**src/rtl/pll_seq_pkg.sv**
```systemverilog
// Shared types and width helpers for the PLL power-up / lock-supervision sequencer.
package pll_seq_pkg;

    typedef enum logic [2:0] {
        PLL_RST   = 3'd0,
        WAIT_LOCK = 3'd1,
        STABLE    = 3'd2,
        RUN       = 3'd3,
        FAULT     = 3'd4
    } pll_state_e;

    typedef struct packed {
        logic pll_resetb;
        logic cpu_rst_n;
        logic ready;
        logic fault;
    } pll_outs_t;

    localparam int unsigned DEF_RST_CYCLES    = 16;
    localparam int unsigned DEF_LOCK_TIMEOUT  = 65536;
    localparam int unsigned DEF_STABLE_CYCLES = 1024;
    localparam int unsigned DEF_MAX_RETRIES   = 3;

    // Counter only ever holds values up to (largest count - 1).
    function automatic int unsigned cnt_width(input int unsigned a,
                                              input int unsigned b,
                                              input int unsigned c);
        int unsigned m;
        m = a;
        if (b > m) m = b;
        if (c > m) m = c;
        return (m < 2) ? 1 : $clog2(m);
    endfunction

    // Attempt count must reach MAX_RETRIES+1 before the fault decision.
    function automatic int unsigned att_width(input int unsigned max_retries);
        return $clog2(max_retries + 2);
    endfunction

    localparam int unsigned DEF_CNT_W =
        cnt_width(DEF_RST_CYCLES, DEF_LOCK_TIMEOUT, DEF_STABLE_CYCLES);
    localparam int unsigned DEF_ATT_W = att_width(DEF_MAX_RETRIES);

    function automatic pll_outs_t outs_for(input pll_state_e s);
        pll_outs_t o;
        o = '0;
        case (s)
            PLL_RST:   o = '{pll_resetb: 1'b0, cpu_rst_n: 1'b0, ready: 1'b0, fault: 1'b0};
            WAIT_LOCK: o = '{pll_resetb: 1'b1, cpu_rst_n: 1'b0, ready: 1'b0, fault: 1'b0};
            STABLE:    o = '{pll_resetb: 1'b1, cpu_rst_n: 1'b0, ready: 1'b0, fault: 1'b0};
            RUN:       o = '{pll_resetb: 1'b1, cpu_rst_n: 1'b1, ready: 1'b1, fault: 1'b0};
            FAULT:     o = '{pll_resetb: 1'b0, cpu_rst_n: 1'b0, ready: 1'b0, fault: 1'b1};
            default:   o = '0;
        endcase
        return o;
    endfunction

endpackage

```
**src/rtl/sync_ff.sv**
```systemverilog
// N-stage synchronizer for a single asynchronous input, cleared by async active-low reset.
module sync_ff #(
    parameter int unsigned STAGES = 2
) (
    input  logic clk,
    input  logic rst_n,
    input  logic d,
    output logic q
);

    localparam int unsigned N = (STAGES < 2) ? 2 : STAGES;

    logic [N-1:0] sr;

    always_ff @(posedge clk or negedge rst_n) begin
        if (!rst_n) begin
            sr <= '0;
        end else begin
            sr <= {sr[N-2:0], d};
        end
    end

    assign q = sr[N-1];

endmodule

```
**src/rtl/pll_reset_seq.sv**
```systemverilog
// PLL RESETB driver and lock supervisor: releases the CPU reset only after lock has
// been stable, restarts the PLL on lock loss, and latches a fault after repeated timeouts.
module pll_reset_seq
    import pll_seq_pkg::*;
#(
    parameter int unsigned RST_CYCLES    = DEF_RST_CYCLES,
    parameter int unsigned LOCK_TIMEOUT  = DEF_LOCK_TIMEOUT,
    parameter int unsigned STABLE_CYCLES = DEF_STABLE_CYCLES,
    parameter int unsigned MAX_RETRIES   = DEF_MAX_RETRIES,
    parameter int unsigned SYNC_STAGES   = 2
) (
    input  logic       clk,
    input  logic       rst_n,
    input  logic       sw_reset,
    input  logic       pll_lock,
    output logic       pll_resetb,
    output logic       cpu_rst_n,
    output logic       ready,
    output logic       fault,
    output logic [1:0] retries,
    output logic [2:0] state
);

    localparam int unsigned CNT_W = cnt_width(RST_CYCLES, LOCK_TIMEOUT, STABLE_CYCLES);
    localparam int unsigned ATT_W = att_width(MAX_RETRIES);

    localparam logic [CNT_W-1:0] RST_LAST     = CNT_W'(RST_CYCLES - 1);
    localparam logic [CNT_W-1:0] TIMEOUT_LAST = CNT_W'(LOCK_TIMEOUT - 1);
    localparam logic [CNT_W-1:0] STABLE_LAST  = CNT_W'(STABLE_CYCLES - 1);
    localparam logic [ATT_W-1:0] ATT_MAX      = ATT_W'(MAX_RETRIES);

    pll_state_e       state_q;
    logic [CNT_W-1:0] cnt;
    logic [ATT_W-1:0] attempts;
    logic [ATT_W-1:0] att_inc;
    pll_outs_t        outs;
    logic             lock_s;

    sync_ff #(
        .STAGES (SYNC_STAGES)
    ) u_lock_sync (
        .clk   (clk),
        .rst_n (rst_n),
        .d     (pll_lock),
        .q     (lock_s)
    );

    assign att_inc = attempts + ATT_W'(1);

    // Outputs are loaded from the next state so they switch on the same edge as state_q.
    always_ff @(posedge clk or negedge rst_n) begin
        if (!rst_n) begin
            state_q  <= PLL_RST;
            cnt      <= '0;
            attempts <= '0;
            outs     <= outs_for(PLL_RST);
        end else if (sw_reset) begin
            state_q  <= PLL_RST;
            cnt      <= '0;
            attempts <= '0;
            outs     <= outs_for(PLL_RST);
        end else begin
            case (state_q)
                PLL_RST: begin
                    if (cnt == RST_LAST) begin
                        state_q <= WAIT_LOCK;
                        cnt     <= '0;
                        outs    <= outs_for(WAIT_LOCK);
                    end else begin
                        cnt <= cnt + CNT_W'(1);
                    end
                end
                WAIT_LOCK: begin
                    // Lock takes precedence over a timeout landing on the same cycle.
                    if (lock_s) begin
                        state_q <= STABLE;
                        cnt     <= '0;
                        outs    <= outs_for(STABLE);
                    end else if (cnt == TIMEOUT_LAST) begin
                        attempts <= att_inc;
                        cnt      <= '0;
                        if (att_inc > ATT_MAX) begin
                            state_q <= FAULT;
                            outs    <= outs_for(FAULT);
                        end else begin
                            state_q <= PLL_RST;
                            outs    <= outs_for(PLL_RST);
                        end
                    end else begin
                        cnt <= cnt + CNT_W'(1);
                    end
                end
                STABLE: begin
                    if (!lock_s) begin
                        state_q <= WAIT_LOCK;
                        cnt     <= '0;
                        outs    <= outs_for(WAIT_LOCK);
                    end else if (cnt == STABLE_LAST) begin
                        state_q <= RUN;
                        cnt     <= '0;
                        outs    <= outs_for(RUN);
                    end else begin
                        cnt <= cnt + CNT_W'(1);
                    end
                end
                RUN: begin
                    if (!lock_s) begin
                        state_q <= PLL_RST;
                        cnt     <= '0;
                        outs    <= outs_for(PLL_RST);
                    end
                end
                FAULT: begin
                    state_q <= FAULT;
                end
                default: begin
                    state_q <= PLL_RST;
                    cnt     <= '0;
                    outs    <= outs_for(PLL_RST);
                end
            endcase
        end
    end

    assign pll_resetb = outs.pll_resetb;
    assign cpu_rst_n  = outs.cpu_rst_n;
    assign ready      = outs.ready;
    assign fault      = outs.fault;
    assign state      = state_q;

    if (ATT_W == 1) begin : g_ret_w1
        assign retries = {1'b0, attempts};
    end else if (ATT_W == 2) begin : g_ret_w2
        assign retries = attempts;
    end else begin : g_ret_sat
        assign retries = (attempts > ATT_W'(3)) ? 2'd3 : attempts[1:0];
    end

endmodule

```
**config.mk**
```make
export PLATFORM = sky130hd
export DESIGN_NAME = pll_reset_seq
export DESIGN_NICKNAME = d
export VERILOG_FILES = /design/src/rtl/pll_seq_pkg.sv /design/src/rtl/sync_ff.sv /design/src/rtl/pll_reset_seq.sv
export SDC_FILE = /design/constraint.sdc
export NUM_CORES = 1
export LEC_CHECK = 0
export BUFFER_PORTS_ARGS = -buffer_cell sky130_fd_sc_hd__buf_4
export CAP_MARGIN = 20
export CORE_UTILIZATION = 25
export CTS_BUF_LIST = sky130_fd_sc_hd__clkbuf_2 sky130_fd_sc_hd__clkbuf_4 sky130_fd_sc_hd__clkbuf_8
export DETAILED_ROUTE_END_ITERATION = 10
export PLACE_DENSITY_LB_ADDON = 0.12
export SKIP_LAST_GASP = 1
export SLEW_MARGIN = 20
export SYNTH_ARGS = -nofsm -noshare
export SYNTH_HDL_FRONTEND = slang
export SYNTH_HIERARCHICAL = 1
export SYNTH_SLANG_ARGS = --single-unit
```
**constraint.sdc**
```tcl
create_clock -name clk -period 2.11 [get_ports clk]
set_input_delay 0.422 -clock clk [delete_from_list [all_inputs] [get_ports clk]]
set_output_delay 0.422 -clock clk [all_outputs]
set_load 0.02 [all_outputs]
```
==> results.json <==
{
  "clkSinkCount": 27,
  "swShare_pct": 23.4,
  "cts_tree": "done",
  "synthMostInstantiatedCell": "dfrtp_1",
  "fin_skew_ns": 0.00667,
  "yosys.area_share.xor_xnor_pct": 4.28,
  "startpoint": "cnt[1]$_DFFE_PN0P_",
  "drv_slew": 0,
  "p_int_mw": 0.698,
  "yosysSeqAreaShare_pct": 41.3,
  "core_um2": 6350,
  "path_clk_slew_ns": 0.10,
  "synth_top_family_by_area": "simple AND/OR/NAND/NOR gates",
  "vdd_drop_max_uv": 231,
  "synth_cells": 180,
  "grt_use_total_pct": 12.1,
  "post_drt_wl_per_cell_um": 14.1,
  "cts_buffer_depth": 2,
  "h-tree-depth": 1,
  "antenna_left": 0,
  "status": "finished, final reports clean",
  "dieArea_um2": 6880,
  "nets": 210,
  "total_power_mw": 0.912,
  "grt_max_degree": 28,
  "holdCritPathClass": "primary input to asynchronous set/reset pin",
  "p_comb_share_pct": 6.7,
  "grt-ovfl-total": 0,
  "ctsRootBufferMaster": "clkbuf_8",
  "ys_async_sr_fraction_pct": 100,
  "synthTopCellsByArea": "dfrtp_1 41%, nor2_1 4.1%, nand2_1 3.9%",
  "io_pins": 13,
  "placed_cells": 274,
  "fp-row-count": 29,
  "antenna_found_initial": 0,
  "final_cell_area_um2": 1960,
  "tns_ns": 0,
  "postPlaceCellArea_um2": 1880,
  "power_frac_seq_pct": 58.5,
  "drt_iter0_drc": 77,
  "gp_congestion": 0.807,
  "worst_r2r_startpoint": "cnt[1]$_DFFE_PN0P_",
  "fin_cells": 279,
  "synth_fa_ha_area_share_pct": 2.29,
  "synth_compound_gate_area_share_pct": 18.1,
  "fin_util_pct": 30.9,
  "syn_to_final_growth_pct": 19.8,
  "cp.arrival_ns": 2.24,
  "portBuffers": 12,
  "synth_common_cells": "27 x dfrtp_1, 18 x nor2_1, 17 x nand2_1, 10 x o21ai_0",
  "cp-start-kind": "register",
  "drc_errors": 0,
  "vias": 1381,
  "hold_viol_final": 0,
  "p_switching_mw": 0.214,
  "avgSynthCellArea_um2": 9.10,
  "crit_fanout": 5,
  "pwr_density_cell_nw_per_um2": 465,
  "grt_pass1_wl_um": 6820,
  "finalWirelength_um": 3940,
  "maxSlewHeadroom_pct": 62.0,
  "ys_seq_elements": 27,
  "worstSetupPathType": "register to register",
  "setup_viol": 0,
  "first_pass_iters": 5,
  "drive_gt1_share_pct": 23.8,
  "die_x_um": 82.9,
  "cts_made_buffers": 3,
  "fmaxAchievable_mhz": 492,
  "yosysWarnings": 6,
  "synthSimpleGateAreaFrac_pct": 26.0,
  "period_minus_slack_ns": 2.03,
  "synthFlopType": "dfrtp_1",
  "holdBufCountCts": 0,
  "grt_pass1_vias": 1443,
  "viasPerCell": 4.95,
  "clk-insertion-delay-late_ns": 0.27,
  "fin_crit_sh_pct": 96.3,
  "synth.distinct_cells": 49,
  "rsz0062_at_grt": "true",
  "initial_core_util_pct": 25.8,
  "place_hpwl_um": 2870,
  "worst_pin_slew_ns": 0.566,
  "synth_largest_area_cell": "dfrtp_1",
  "yosysTopAreaCellShare_pct": 41.3,
  "synthMuxAreaShare_pct": 2.44,
  "num_antenna_cells": 0,
  "p_clk_share_pct": 34.8,
  "die_y_um": 82.9,
  "required_ns": 2.32,
  "leakagePower_nw": 0.859,
  "synth_edf_count": 0,
  "syn-cell-area_um2": 1640,
  "maxCapViolCount": 0,
  "synth_nets": 187,
  "endpoint_kind": "register"
}
## power by group through the flow
stage	logic [mW]	clock network, mW	registers (mW)
floorplan	0.0288	0	0.546
global placement	0.0614	0	0.543
detailed placement	0.0624	0	0.544
global route	0.0690	0.360	0.535
finish	0.0615	0.317	0.534
CTS	0.0623	0.345	0.534
## flip-flops by register name, summed over array words and instances (netlist names)
name,flops
attempts,3
cnt,16
cpu_rst_n,1
fault,1
pll_resetb,1
state,3
u_lock_sync/sr,2
## layout by cell type (no fill, tap or decap), types with 4 or more instances in the layout
cell,Yosys,final
a21oi_1,7,7
a31oi_1,5,5
and3_1,4,4
buf_4,1,29
dfrtp_1,27,27
inv_1,7,7
nand2_1,17,17
nand3_1,6,6
nand4_1,4,4
nor2_1,18,18
nor3_1,4,4
nor4_1,6,4
o21ai_0,10,9
o21ai_1,4,5
xnor2_1,4,4
xor2_1,4,4
## worst paths after layout
path                                                to  cells after the start  slack, ns
setup / recovery                   cnt[10]$_DFFE_PN0P_                      8       0.08
hold / removal                      cnt[5]$_DFFE_PN0P_                      1       0.05
setup reg to reg                   cnt[10]$_DFFE_PN0P_                      8       0.08
hold reg to reg            u_lock_sync/sr[1]$_DFF_PN0_                      0       0.37
max in group asynchronous      attempts[2]$_DFFE_PN0P_                      1       1.78
min in group clk           u_lock_sync/sr[0]$_DFF_PN0_                      1       0.25
## what timing repair did
item / 4_1_cts / 5_1_grt
buffers inserted: 0 / 1
resized for setup: 0 / 6
setup endpoints to repair: 0 / 14
## worst max-delay path: stages (launching register included)
cell and delay [ns]:
dfrtp_1 0.43, ha_1 0.23, nand3_1 0.18, nor3_4 0.08, buf_4 0.15, a31oi_4 0.22
o21ai_4 0.11, or4_1 0.49, o21ai_1 0.09
## metrics by stage
step           worst slack (ns)  hold slack (ns)
2_1_floorplan             0.113            0.126
3_3_place_gp             0.0645            0.337
3_5_place_dp             0.0721            0.348
4_1_cts                  0.0587           0.0550
5_1_grt                 -0.0336           0.0629
6_report                 0.0781           0.0522
## per-layer routing
layer	track usage, %	vias to the layer above	wire, um
li1	-	691	-
met1	15.5	666	1880
met2	20.9	22	1930
met3	1.89	2	99
met4	3.76	0	24
met5	0	-	0
## area by class of cell
class                   instances  area, um2
well taps                      77       96.3
inverters                       7       26.3
fillers                       638       4390
multi-input cells             135        897
repair buffers                 29        218
clock buffers                   4       48.8
flip-flops and latches         27        676
## logic make-up (layout without fill, tap and decap cells)
logic type,after synthesis,count (layout)
compound gates,43,43
xor+xnor,8,8
fa+ha+maj,3,3
buf+inv,18,40
flops,27,27
mux,3,3
simple gates,78,78
No activity file was read; power rests on OpenSTA's default activity.
